File: src/rtl/lcd_ctrl_pkg.sv
// rtl/lcd_ctrl_pkg.sv - shared state encodings, init command table and long-delay command codes
package lcd_ctrl_pkg;

    typedef enum logic [2:0] {
        PWR_WAIT,
        INIT,
        IDLE,
        SETUP,
        PULSE,
        HOLD,
        DELAY
    } lcd_state_t;

    localparam logic [2:0] INIT_LEN     = 3'd4;

    localparam logic [7:0] CMD_FUNC_SET = 8'h38;
    localparam logic [7:0] CMD_DISP_ON  = 8'h0C;
    localparam logic [7:0] CMD_CLEAR    = 8'h01;
    localparam logic [7:0] CMD_HOME     = 8'h02;
    localparam logic [7:0] CMD_HOME_ALT = 8'h03;
    localparam logic [7:0] CMD_ENTRY    = 8'h06;

    function automatic logic [7:0] init_cmd(input logic [1:0] idx);
        logic [7:0] v;
        case (idx)
            2'd0:    v = CMD_FUNC_SET;
            2'd1:    v = CMD_DISP_ON;
            2'd2:    v = CMD_CLEAR;
            default: v = CMD_ENTRY;
        endcase
        return v;
    endfunction

    // Clear and home are the only instructions that need the long settle time
    function automatic logic is_long_cmd(input logic rs, input logic [7:0] d);
        return !rs && ((d == CMD_CLEAR) || (d == CMD_HOME) || (d == CMD_HOME_ALT));
    endfunction

endpackage

File: src/rtl/lcd_ctrl_if.sv
// rtl/lcd_ctrl_if.sv - CPU-side write bus of the LCD controller
interface lcd_ctrl_if;
    logic       wr;
    logic       cmd;
    logic [7:0] din;
    logic       full;
    logic       ready;

    modport master (output wr, output cmd, output din, input full, input ready);
    modport slave  (input wr, input cmd, input din, output full, output ready);
endinterface

File: src/rtl/lcd_fifo.sv
// rtl/lcd_fifo.sv - 4x9 request FIFO holding {cmd, din}
module lcd_fifo (
    input  logic       i_clk,
    input  logic       i_rst_n,
    input  logic       i_push,
    input  logic       i_pop,
    input  logic [8:0] i_wdata,
    output logic [8:0] o_rdata,
    output logic       o_full,
    output logic       o_empty,
    output logic [2:0] o_count
);
    logic [8:0] r_mem [4];
    logic [1:0] r_wptr;
    logic [1:0] r_rptr;
    logic [2:0] r_count;
    logic       w_push_ok;
    logic       w_pop_ok;

    assign o_full    = (r_count == 3'd4);
    assign o_empty   = (r_count == 3'd0);
    assign o_count   = r_count;
    assign o_rdata   = r_mem[r_rptr];
    // A push while full is still taken when the head leaves in the same cycle
    assign w_pop_ok  = i_pop && !o_empty;
    assign w_push_ok = i_push && (!o_full || w_pop_ok);

    always_ff @(posedge i_clk) begin
        if (w_push_ok)
            r_mem[r_wptr] <= i_wdata;
    end

    always_ff @(posedge i_clk or negedge i_rst_n) begin
        if (!i_rst_n) begin
            r_wptr  <= 2'd0;
            r_rptr  <= 2'd0;
            r_count <= 3'd0;
        end else begin
            if (w_push_ok)
                r_wptr <= r_wptr + 2'd1;
            if (w_pop_ok)
                r_rptr <= r_rptr + 2'd1;
            case ({w_push_ok, w_pop_ok})
                2'b10:   r_count <= r_count + 3'd1;
                2'b01:   r_count <= r_count - 3'd1;
                default: r_count <= r_count;
            endcase
        end
    end
endmodule

File: src/rtl/lcd_ctrl.sv
// rtl/lcd_ctrl.sv - HD44780-style LCD write controller with power-up init and queued CPU writes
module lcd_ctrl
    import lcd_ctrl_pkg::*;
#(
    parameter int SETUP_CYC   = 1,
    parameter int PULSE_CYC   = 4,
    parameter int SHORT_CYC   = 40,
    parameter int LONG_CYC    = 1600,
    parameter int POWERUP_CYC = 15000
) (
    input  logic        clk,
    input  logic        rst,
    lcd_ctrl_if.slave   bus,
    output logic        lcd_e,
    output logic        lcd_rs,
    output logic        lcd_rw,
    output logic [7:0]  lcd_d
);
    localparam logic [15:0] L_PWR   = 16'(POWERUP_CYC - 1);
    localparam logic [15:0] L_SETUP = 16'(SETUP_CYC - 1);
    localparam logic [15:0] L_PULSE = 16'(PULSE_CYC - 1);
    localparam logic [15:0] L_SHORT = 16'(SHORT_CYC - 1);
    localparam logic [15:0] L_LONG  = 16'(LONG_CYC - 1);

    lcd_state_t  r_state;
    logic [15:0] r_cnt;
    logic [2:0]  r_init_idx;
    logic        r_e;
    logic        r_rs;
    logic [7:0]  r_d;

    logic        w_pop;
    logic        w_full;
    logic        w_empty;
    logic [2:0]  w_count;
    logic [8:0]  w_head;

    assign w_pop = (r_state == IDLE) && !w_empty;

    lcd_fifo u_fifo (
        .i_clk   (clk),
        .i_rst_n (rst),
        .i_push  (bus.wr),
        .i_pop   (w_pop),
        .i_wdata ({bus.cmd, bus.din}),
        .o_rdata (w_head),
        .o_full  (w_full),
        .o_empty (w_empty),
        .o_count (w_count)
    );

    assign bus.full  = w_full;
    assign bus.ready = (r_state == IDLE) && (w_count == 3'd0);
    assign lcd_e     = r_e;
    assign lcd_rs    = r_rs;
    assign lcd_d     = r_d;
    assign lcd_rw    = 1'b0;

    always_ff @(posedge clk or negedge rst) begin
        if (!rst) begin
            r_state    <= PWR_WAIT;
            r_cnt      <= L_PWR;
            r_init_idx <= 3'd0;
            r_e        <= 1'b0;
            r_rs       <= 1'b0;
            r_d        <= 8'h00;
        end else begin
            case (r_state)
                PWR_WAIT: begin
                    if (r_cnt == 16'd0)
                        r_state <= INIT;
                    else
                        r_cnt <= r_cnt - 16'd1;
                end
                INIT: begin
                    r_rs       <= 1'b0;
                    r_d        <= init_cmd(r_init_idx[1:0]);
                    r_init_idx <= r_init_idx + 3'd1;
                    r_cnt      <= L_SETUP;
                    r_state    <= SETUP;
                end
                IDLE: begin
                    if (w_pop) begin
                        r_rs    <= ~w_head[8];
                        r_d     <= w_head[7:0];
                        r_cnt   <= L_SETUP;
                        r_state <= SETUP;
                    end
                end
                SETUP: begin
                    if (r_cnt == 16'd0) begin
                        r_e     <= 1'b1;
                        r_cnt   <= L_PULSE;
                        r_state <= PULSE;
                    end else
                        r_cnt <= r_cnt - 16'd1;
                end
                PULSE: begin
                    if (r_cnt == 16'd0) begin
                        r_e     <= 1'b0;
                        r_cnt   <= 16'd0;
                        r_state <= HOLD;
                    end else
                        r_cnt <= r_cnt - 16'd1;
                end
                HOLD: begin
                    r_cnt   <= is_long_cmd(r_rs, r_d) ? L_LONG : L_SHORT;
                    r_state <= DELAY;
                end
                DELAY: begin
                    if (r_cnt == 16'd0)
                        r_state <= (r_init_idx == INIT_LEN) ? IDLE : INIT;
                    else
                        r_cnt <= r_cnt - 16'd1;
                end
                default: r_state <= PWR_WAIT;
            endcase
        end
    end
endmodule
File: src/flat_wrapper.sv
// flat-port wrapper written by rule: the top's interface ports become plain ports
module lcd_ctrl_flat import lcd_ctrl_pkg::*;
#(
    parameter int SETUP_CYC   = 1,
    parameter int PULSE_CYC   = 4,
    parameter int SHORT_CYC   = 40,
    parameter int LONG_CYC    = 1600,
    parameter int POWERUP_CYC = 15000
)
  (clk, rst, lcd_e, lcd_rs, lcd_rw, lcd_d, bus_wr, bus_cmd, bus_din, bus_full, bus_ready);
  lcd_ctrl_if bus_i ();
  input  logic clk;
  input  logic rst;
  output logic lcd_e;
  output logic lcd_rs;
  output logic lcd_rw;
  output logic [7:0] lcd_d;
  input wire logic [$bits(bus_i.wr)-1:0] bus_wr;
  input wire logic [$bits(bus_i.cmd)-1:0] bus_cmd;
  input wire logic [$bits(bus_i.din)-1:0] bus_din;
  output wire logic [$bits(bus_i.full)-1:0] bus_full;
  output wire logic [$bits(bus_i.ready)-1:0] bus_ready;
  assign bus_i.wr = bus_wr;
  assign bus_i.cmd = bus_cmd;
  assign bus_i.din = bus_din;
  assign bus_full = bus_i.full;
  assign bus_ready = bus_i.ready;
  lcd_ctrl #(.SETUP_CYC(SETUP_CYC), .PULSE_CYC(PULSE_CYC), .SHORT_CYC(SHORT_CYC), .LONG_CYC(LONG_CYC), .POWERUP_CYC(POWERUP_CYC)) u_core (.clk(clk), .rst(rst), .bus(bus_i), .lcd_e(lcd_e), .lcd_rs(lcd_rs), .lcd_rw(lcd_rw), .lcd_d(lcd_d));
endmodule
File: config.mk
export PLATFORM = sky130hd
export DESIGN_NAME = lcd_ctrl_flat
export DESIGN_NICKNAME = d
export VERILOG_FILES = /design/src/rtl/lcd_ctrl_pkg.sv /design/src/rtl/lcd_ctrl_if.sv /design/src/rtl/lcd_fifo.sv /design/src/rtl/lcd_ctrl.sv /design/src/flat_wrapper.sv
export SDC_FILE = /design/constraint.sdc
export NUM_CORES = 1
export LEC_CHECK = 0
export CAP_MARGIN = 20
export CORE_MARGIN = 2
export CORE_UTILIZATION = 48
export DETAILED_ROUTE_END_ITERATION = 12
export PLACE_DENSITY = 0.67
export SLEW_MARGIN = 20
export SYNTH_ARGS = -nofsm -noshare
export SYNTH_HDL_FRONTEND = slang
export SYNTH_SLANG_ARGS = --single-unit
File: constraint.sdc
create_clock -name clk -period 4.2 [get_ports clk]
set_input_delay 0.84 -clock clk [delete_from_list [all_inputs] [get_ports clk]]
set_output_delay 0.84 -clock clk [all_outputs]
set_load 0.02 [all_outputs]
# --- After elaboration in Yosys (flattened, before gate mapping) ---
# Memory sizes are Yosys's and may differ from the RTL's.
# Index checks and enable logic that the tools add are counted.
word_totals:
  regBits: 39
  latchBits: 0
  ram_bits: 36
  mem_bits_ro: 0
  input_bits: 12
  output_inout_bits: 13
  elab_cells: 86
  n_memories: 1
mem_list:
  columns: ["memory", "words", "word_bits", "read_ports", "rd_clocked_by_memory_dff", "wr", "line_no", "rtl"]
  rows:
  - ["u_core.u_fifo.r_mem", 4, 9, 1, 0, 1, "lcd_fifo.sv:13", "logic [8:0] r_mem [4];"]
op_classes:
  add_sub_neg: 6
  n_mul: 0
  div: 0
  magnitude_cmp: 0
  eq_ne: 21
  shift: 0
  muxes: 24
  bitwise_logic: 1
  n_reduce_logical: 24
ops:
  columns: ["cell", "n"]
  rows:
  - ["$pmux W16 S6", 1]
  - ["$mux W16", 4]
  - ["$pmux W3 S7", 1]
  - ["$pmux W6 S3", 1]
  - ["$eq A8 B2 Y1 const B", 2]
  - ["$logic_not A16 Y1", 1]
  - ["$pmux W8 S2", 1]
  - ["$sub A16 B1 Y16 const B", 1]
  - ["$eq A3 B3 Y1 const B", 5]
  - ["$mux W3", 5]
  - ["$mux W11", 1]
  - ["$eq A8 B1 Y1 const B", 1]
  - ["$mux W8", 1]
  - ["$ne A2 B1 Y1 const B", 4]
  - ["$add A3 B1 Y3 const B", 2]
  - ["$eq A3 B2 Y1 const B", 2]
  - ["$logic_not A3 Y1", 2]
  - ["$pmux W3 S2", 1]
  - ["$reduce_and A3 Y1", 2]
  - ["$reduce_bool A2 Y1", 3]
  - ["$reduce_bool A6 Y1", 1]
  - ["$logic_and A1 B1 Y1", 5]
  - ["$mux W1", 5]
  - ["$reduce_and A5 Y1", 1]
  - ["14 further kinds", 23]

# --- Longest topological paths before layout ---
logic_depth:
  depth_word: 8
  ltp_mapped: 8
  mapped_depth_nobuf: 7

# --- Modules after synthesis ---
# From an unflattened synthesis, not the netlist that was laid out.
hier_totals:
  hier_cells: 345
  hier_area_um2: 3896.2
modules_own_cells:
  columns: ["module", "instances", "cells_per_inst", "area_each_um2", "seq_area_each_um2"]
  rows:
  - ["lcd_ctrl", 1, 246, 2084.5, 812.0]
  - ["lcd_fifo", 1, 99, 1811.7, 1256.2]

# --- Least setup slack after synthesis ---
# OpenSTA, ideal clock, no wires.
synth_timing:
  path_kind: "register to output"
  startpoint: "reg u_core.r_state[0]"
  endpoint: "out bus_ready"
  t_arrival_ns: 1.495
  t_required_ns: 3.360
  setup_slack_ns: 1.865
  path_stages_with_launch: 6
  path_buffers: 2
  path_cell_list: "dfrtp_1 > clkbuf_1 > nor3b_1 > clkbuf_1 > nand2_1 > inv_1"
synth_via:
  elab_chain_len: 2
synth_lines:
  columns: ["item", "line_no", "rtl"]
  rows:
  - ["start: declaration", "lcd_ctrl.sv:25", "lcd_state_t r_state;"]
  - ["start signal: assignment", "lcd_ctrl.sv:112", "r_state <= (r_init_idx == INIT_LEN) ? IDLE : INIT;"]
  - ["$eq A3 B2 Y1", "lcd_ctrl.sv:53", "assign bus.ready = (r_state == IDLE) && (w_count == 3'd0);"]
  - ["$logic_and A1 B1 Y1", "lcd_ctrl.sv:53", null]
  - ["end: declaration", "flat_wrapper.sv:22", "output wire logic [$bits(bus_i.ready)-1:0] bus_ready;"]
# Every way passes these cells.

# --- Final worst setup path ---
layout_timing:
  startpoint: "reg u_core.r_state[2]"
  endpoint: "out bus_ready"
# Same word-level chain as after synthesis.

==> key figures <==
Global routing
  • Largest net degree at the start of global routing: 40
  • Vias in the first global route: 2,894
  • Global-route wire length before repair: 14,700 um
  • Overall Global Routing Usage: 21.9%
  • Initial antenna violation count: 0
  • Grt ovf: 0

Floorplanning
  • Die Area: 0.00889 sq mm
  • Row count: 32
  • Die Ht: 94.3 um
  • Core Area: 0.00781 sq mm
  • # IOs: 25
  • Initial core utilization: 50.1%
  • Die W: 94.3 um

Final layout
  • Synth-to-layout area growth: 13.7%
  • Post-route insts no fill: 485
  • Share of cells above drive strength 1: 14.4%
  • Fillcell total: 697
  • Commonest non-fill, non-tap cell in the layout: nand2_1
  • Inserted Diodes: 0
  • Commonest non-fill, non-tap cells in the layout: nand2_1 (46), edfxtp_1 (36), dfrtp_1 (30)
  • Fin nets: 401
  • Finished Cell Area: 0.00445 sq mm
  • Fin util: 57.0%

Logic synthesis
  • Post-Synth Simple-Gate Area: 17.1%
  • Syn Area/Cell: 11.0 sq um
  • Adder-Cell Fraction of Synth Area: 3.71%
  • Synth Area in XOR/XNOR: 1.79%
  • Async set-reset flop share out of synthesis: 52.0%
  • Post-Synthesis Cells: 357
  • Synth Area in Compound Gates: 14.6%
  • Part of the Yosys area used for sequential elements: 52.8%
  • Multiplexer area fraction after synthesis: 6.23%
  • Warnings, synthesis: 0
  • Mapped Nets: 380
  • Unique masters post-synth: 65
  • Prevailing post-synth register cell: edfxtp_1
  • Post-synth EDFFs: 36
  • #FFs+latches synth: 75
  • Largest family of logic cells by synthesized area: simple AND/OR/NAND/NOR gates
  • Synth Cell Area: 0.00392 sq mm

Routing
  • Violation count after the first detailed-route iteration: 183
  • Post-Route WL: 8660 um
  • Via/cell ratio: 6.02
  • Routed length per instance: 17.9 um
  • Final ANT Viol Nets: 0
  • Via count: 2,922
  • Pre-antenna DRT Iters: 4
  • DRC Markers: 0

Timing
  • Worst slew pin tran: 0.924 ns
  • Min Hold Slack: 0.488 ns
  • Final WS setup: 1.07 ns
  • Final TNS setup: 0 ns
  • Final Hold Violating Endpoints: 0
  • Fin crit period: 3.13 ns
  • Final Skew: 0.0100 ns
  • Final setup vio count: 0
  • RSZ-0062 raised after global routing: no
  • Slew Viols, Final: 0
  • Highest Clock Rate: 0.320 GHz
  • Slew margin rel.: 38.4%
  • Ratio of final minimum period to clock period: 74.5%

Power and ir drop
  • Net Switching: 0.465 mW
  • Pwr Density: 397 mW/mm^2
  • Total chip power: 1.77 mW
  • Switching share of power: 26.3%
  • Pint: 1.30 mW
  • Combinational Power Share: 11.6%
  • Worst vdd ir: 0.366 mV
  • Clk pwr share: 37.0%
  • Sequential power share: 51.5%
  • Leakage: 1.73 nW

CTS
  • # hold bufs at CTS: 0
  • Max Buffers Root-to-Sink: 2
  • Root Buffer: clkbuf_8
  • CTS tree: done
  • Sink Count: 75
  • Skew-Pair Late Insertion Delay: 0.36 ns
  • Post-CTS Setup Bufs: 0
  • TritonCTS buffer count: 9
  • CTS resizes: 0
  • H-tree depth: 3
  • Clk slew on worst S/H paths: 0.09 ns

Hold path
  • Hold crit path type: flop to flop

Place
  • Placed cell count: 469
  • Dpl ws: 1.40 ns
  • Post-DP HPWL: 5970 um
  • Area post-placement: 0.00422 sq mm
  • Port Buffer Count: 23
  • Final GP Congestion: 0.934

Worst setup path
  • Crit path DAT: 2.29 ns
  • Crit path launch type: flop
  • CP top delay family: buffers and inverters
  • Slowest Stage Delay on Critical Path: 0.61 ns
  • CP bufs+invs: 2
  • Kind of critical path: flop to output pin
  • Setup crit end kind: output pin
  • Data required time of the critical path: 3.36 ns
  • Crit path cell chain: nor3b_1 > nand2_1 > inv_1 > clkdlybuf4s50_1
  • Slowest cell on the critical path: dfrtp_1
  • Worst-path fanout max: 21
  • R2R Setup Slk: 1.37 ns

Status
  • Status: completed

Flow run
  • Max-capacitance violation count: 0
-- cell type report --
cell class / count / area, sq um / share of cell area (%)
clock inverter: 7 / 108 / 2.42
timing repair buffer: 28 / 263 / 5.90
sequential: 75 / 2070 / 46.4
tap: 102 / 128 / 2.87
clock buffer: 9 / 124 / 2.78
inverter: 15 / 56.3 / 1.26
multi-input combinational: 249 / 1710 / 38.3
-- layer usage --
metal / up-vias / global-route usage, % / part of all wire, %
li1: 1381 / - / -
met1: 1441 / 28.3 / 44
met2: 89 / 36.7 / 50
met3: 11 / 4.41 / 4.3
met4: 0 / 7.73 / 1.8
met5: - / 0 / 0
-- logic make-up (layout without fill, tap and decap cells) --
logic type / after synthesis / count (layout)
AOI/OAI and AO/OA: 85 / 85
muxes: 13 / 13
buffers and inverters: 33 / 59
xor gates and xnor gates: 8 / 8
other: 1 / 1
adders and majority gates: 11 / 11
and+or+nand+nor: 131 / 131
DFF: 75 / 75
-- worst min-delay path, cell delays in order (launching register included) --
cell	delay, ns
dfstp_2	0.38
inv_1	0.05
o22ai_1	0.06
-- state kept, by name, summed over array words and instances (netlist names) --
register,count
u_core.u_fifo.r_rptr,2
u_core.u_fifo.r_mem,36
u_core.r_init_idx,3
u_core.lcd_e,1
u_core.u_fifo.r_wptr,2
u_core.lcd_d,8
u_core.r_cnt,16
u_core.r_state,3
u_core.u_fifo.o_count,3
u_core.lcd_rs,1
-- cells in the mapped netlist (3+ instances only) --
cell type   n  area [sq um]
o31a_1      3          26.3
nor3_1      5          25.0
mux2i_1     3          30.0
or3_1       6          37.5
dfstp_2     9           236
nor4_1      6          37.5
mux4_2      9           203
o221ai_1    4          35.0
clkbuf_1   12          45.0
nor2b_1     4          25.0
o21ai_0    16          80.1
o311ai_0    3          26.3
o2111ai_1   3          26.3
nand3_1    11          55.1
a21oi_1    18          90.1
and2_1      5          31.3
nor3b_1     4          30.0
xnor2_1     7          61.3
ha_1       10           125
dfrtp_1    30           751
and4_1      3          26.3
inv_1      15          56.3
edfxtp_1   36          1080
nand2_1    46           173
a31oi_1    10          62.6
o211ai_1    4          30.0
nor2_1     22          82.6
-- power by group through the flow --
| stage | clock (mW) | sequential (mW) | combinational, mW |
|---|---|---|---|
| after floorplan | 0 | 0.912 | 0.138 |
| after global placement | 0 | 0.921 | 0.199 |
| after detailed placement | 0 | 0.926 | 0.207 |
| after CTS | 0.667 | 0.911 | 0.210 |
| after global routing | 0.693 | 0.918 | 0.234 |
| final | 0.653 | 0.910 | 0.205 |
-- path summary, 6_finish.rpt --
kind / start / to / cells after the start
min in group asynchronous: rst / u_core.lcd_e$_DFFE_PN0P_ / 1
max in group asynchronous: rst / u_core.r_cnt[6]$_DFFE_PN0P_ / 1
min: u_core.r_cnt[13]$_DFFE_PN1P_ / u_core.r_cnt[13]$_DFFE_PN1P_ / 2
min reg2reg: u_core.r_cnt[13]$_DFFE_PN1P_ / u_core.r_cnt[13]$_DFFE_PN1P_ / 2
max reg2reg: u_core.r_cnt[11]$_DFFE_PN1P_ / u_core.r_cnt[15]$_DFFE_PN0P_ / 5
max: u_core.r_state[2]$_DFFE_PN0P_ / bus_ready / 4
Note: power is estimated with default switching activity, not from simulation.
==> edit (same settings) <==
Encoding of `lcd_state_t`: now one-hot (7 bits for 7 states).
--- a/src/rtl/lcd_ctrl_pkg.sv
+++ b/src/rtl/lcd_ctrl_pkg.sv
@@ -3,10 +3,10 @@
 
-    typedef enum logic [2:0] {
-        PWR_WAIT,
-        INIT,
-        IDLE,
-        SETUP,
-        PULSE,
-        HOLD,
-        DELAY
+    typedef enum logic [6:0] {
+        PWR_WAIT = 7'b0000001,
+        INIT     = 7'b0000010,
+        IDLE     = 7'b0000100,
+        SETUP    = 7'b0001000,
+        PULSE    = 7'b0010000,
+        HOLD     = 7'b0100000,
+        DELAY    = 7'b1000000
     } lcd_state_t;
Formal check against the unedited RTL: no difference found for any inputs over 10 cycles, from zero or initial values and one cycle with rst low; not proved beyond that.
==> edit against the unedited design <==
Clock power fell by 21%; routed wire length fell by 16%; total power fell by 6.0%; first-iteration DRC count fell by 36%; cell area fell by 4.0%; non-clock buffer count fell by 4; sequential cell count rose by 4; area after synthesis fell by 2.9%; critical path depth fell by 1; register-to-register slack improved by 0.16 ns; worst setup slack improved by 0.079 ns; highest routed layer unchanged.
==> edit: results (changes against the unedited design) <==
[status]
status = complete, no violations

[global_route]
grt_util_all_layers_pct = 18.7  ; -3.1 points
grt_util_met3_pct = 4.35  ; -0.063 points
grt_max_degree = 44  ; +10%
met2_usage_pct = 31.9  ; -4.8 points
grt_pass1_wl_um = 12500  ; -15%

[critical_path]
cp_slowest_cell = clkdlybuf4s50_1
worstPathArrival_ns = 2.21  ; -0.08 ns
ff2ff_setup_slack_ns = 1.53  ; +0.16 ns
crit_fanout = 12  ; -43%

[synth]
syn-num-nets = 340  ; -11%
synth_common_cells = edfxtp_1, dfrtp_1, nand2_1, o21ai_0, nor2_1
synth_xor_area_share_pct = 2.53  ; +0.74 points
synthMuxAreaShare_pct = 6.65  ; +0.41 points
ys_top_cells_by_area = edfxtp_1, dfrtp_1, dfstp_2
synth_compound_area_share_pct = 11.1  ; -3.6 points

[timing]
fmax_ghz = 0.328  ; +2.6%
fin_skew_ns = 0.0101  ; +0.0000469 ns
worst_pin_slew_ns = 0.957  ; +0.0329 ns
hold_ws_ns = 0.476  ; -0.0124 ns

[final_layout]
layout-drive-gt1-share_pct = 13.3  ; -1.1 points
finish.net_count = 364  ; -9.2%

[detailed_routing]
num_vias = 2506  ; -14%
met3WireLength_um = 234  ; -38%
met2_length_um = 3740  ; -13%
first_pass_iters = 5  ; +1
wl_per_cell_um = 16.2  ; -9.1%

[placed_design]
place.gp.congestion = 0.864  ; -7.5%
dp_hpwl_um = 5190  ; -13%

[power_and_ir_drop]
peakVddDrop_v = 0.000237  ; -35%
comb_power_share_pct = 12.2  ; +0.6 points
leakagePower_nw = 1.65  ; -4.4%
powerDensity_mw_per_mm2 = 389  ; -2.1%

[edit: changes by cell type after synthesis, moves of 6 or more]
cell      before  now
and3_1         1    7
nor3_1         5   13
o21ai_0       16   25
inv_1         15    9
nand2_1       46   27
clkbuf_1      12    2
[edit: worst max-delay path: cells and delay by family, from the launching register on]
| kind | cells | cell delay [ns] |
|---|---|---|
| DFF | 1 | 0.50 |
| and+or+nand+nor | 2 | 0.75 |
| buffers and inverters | 1 | 0.61 |
[edit: path summary, 6_finish.rpt]
path / startpoint / to / depth (start not counted)
max in group asynchronous: rst / u_core.r_state[6]$_DFFE_PN0P_ / 1
setup / recovery: u_core.r_state[6]$_DFFE_PN0P_ / bus_ready / 3
setup reg to reg: u_core.r_state[6]$_DFFE_PN0P_ / u_core.u_fifo.o_count[2]$_DFFE_PN0P_ / 6
min in group asynchronous: rst / u_core.r_cnt[15]$_DFFE_PN0P_ / 1
hold / removal: u_core.r_init_idx[2]$_DFFE_PN0P_ / u_core.r_init_idx[2]$_DFFE_PN0P_ / 1
hold reg to reg: u_core.r_init_idx[2]$_DFFE_PN0P_ / u_core.r_init_idx[2]$_DFFE_PN0P_ / 1
[edit: per-stage QoR]
stage	utilization (%)	instances
final	55.6	449
after global routing	55.6	449
after CTS	55.6	449
after detailed placement	53.3	433
after global placement	53.3	433
after floorplan	-	318
[edit: cell type report]
type | count | share of cell area (%)
Clock buffer | 10 | 3.22
Clock inverter | 6 | 0.995
Inverter | 9 | 0.790
Multi-Input combinational cell | 219 | 35.8
Sequential cell | 79 | 50.7
Tap cell | 102 | 2.99
Timing Repair Buffer | 24 | 5.44
[edit: cells by family (layout without fill, tap and decap cells)]
group	after synthesis	in the layout
other cells	1	1
flops	79	79
buf+inv	20	49
compound gates	71	71
mux	14	14
simple gates	112	112
xor+xnor	11	11
fa+ha+maj	10	10
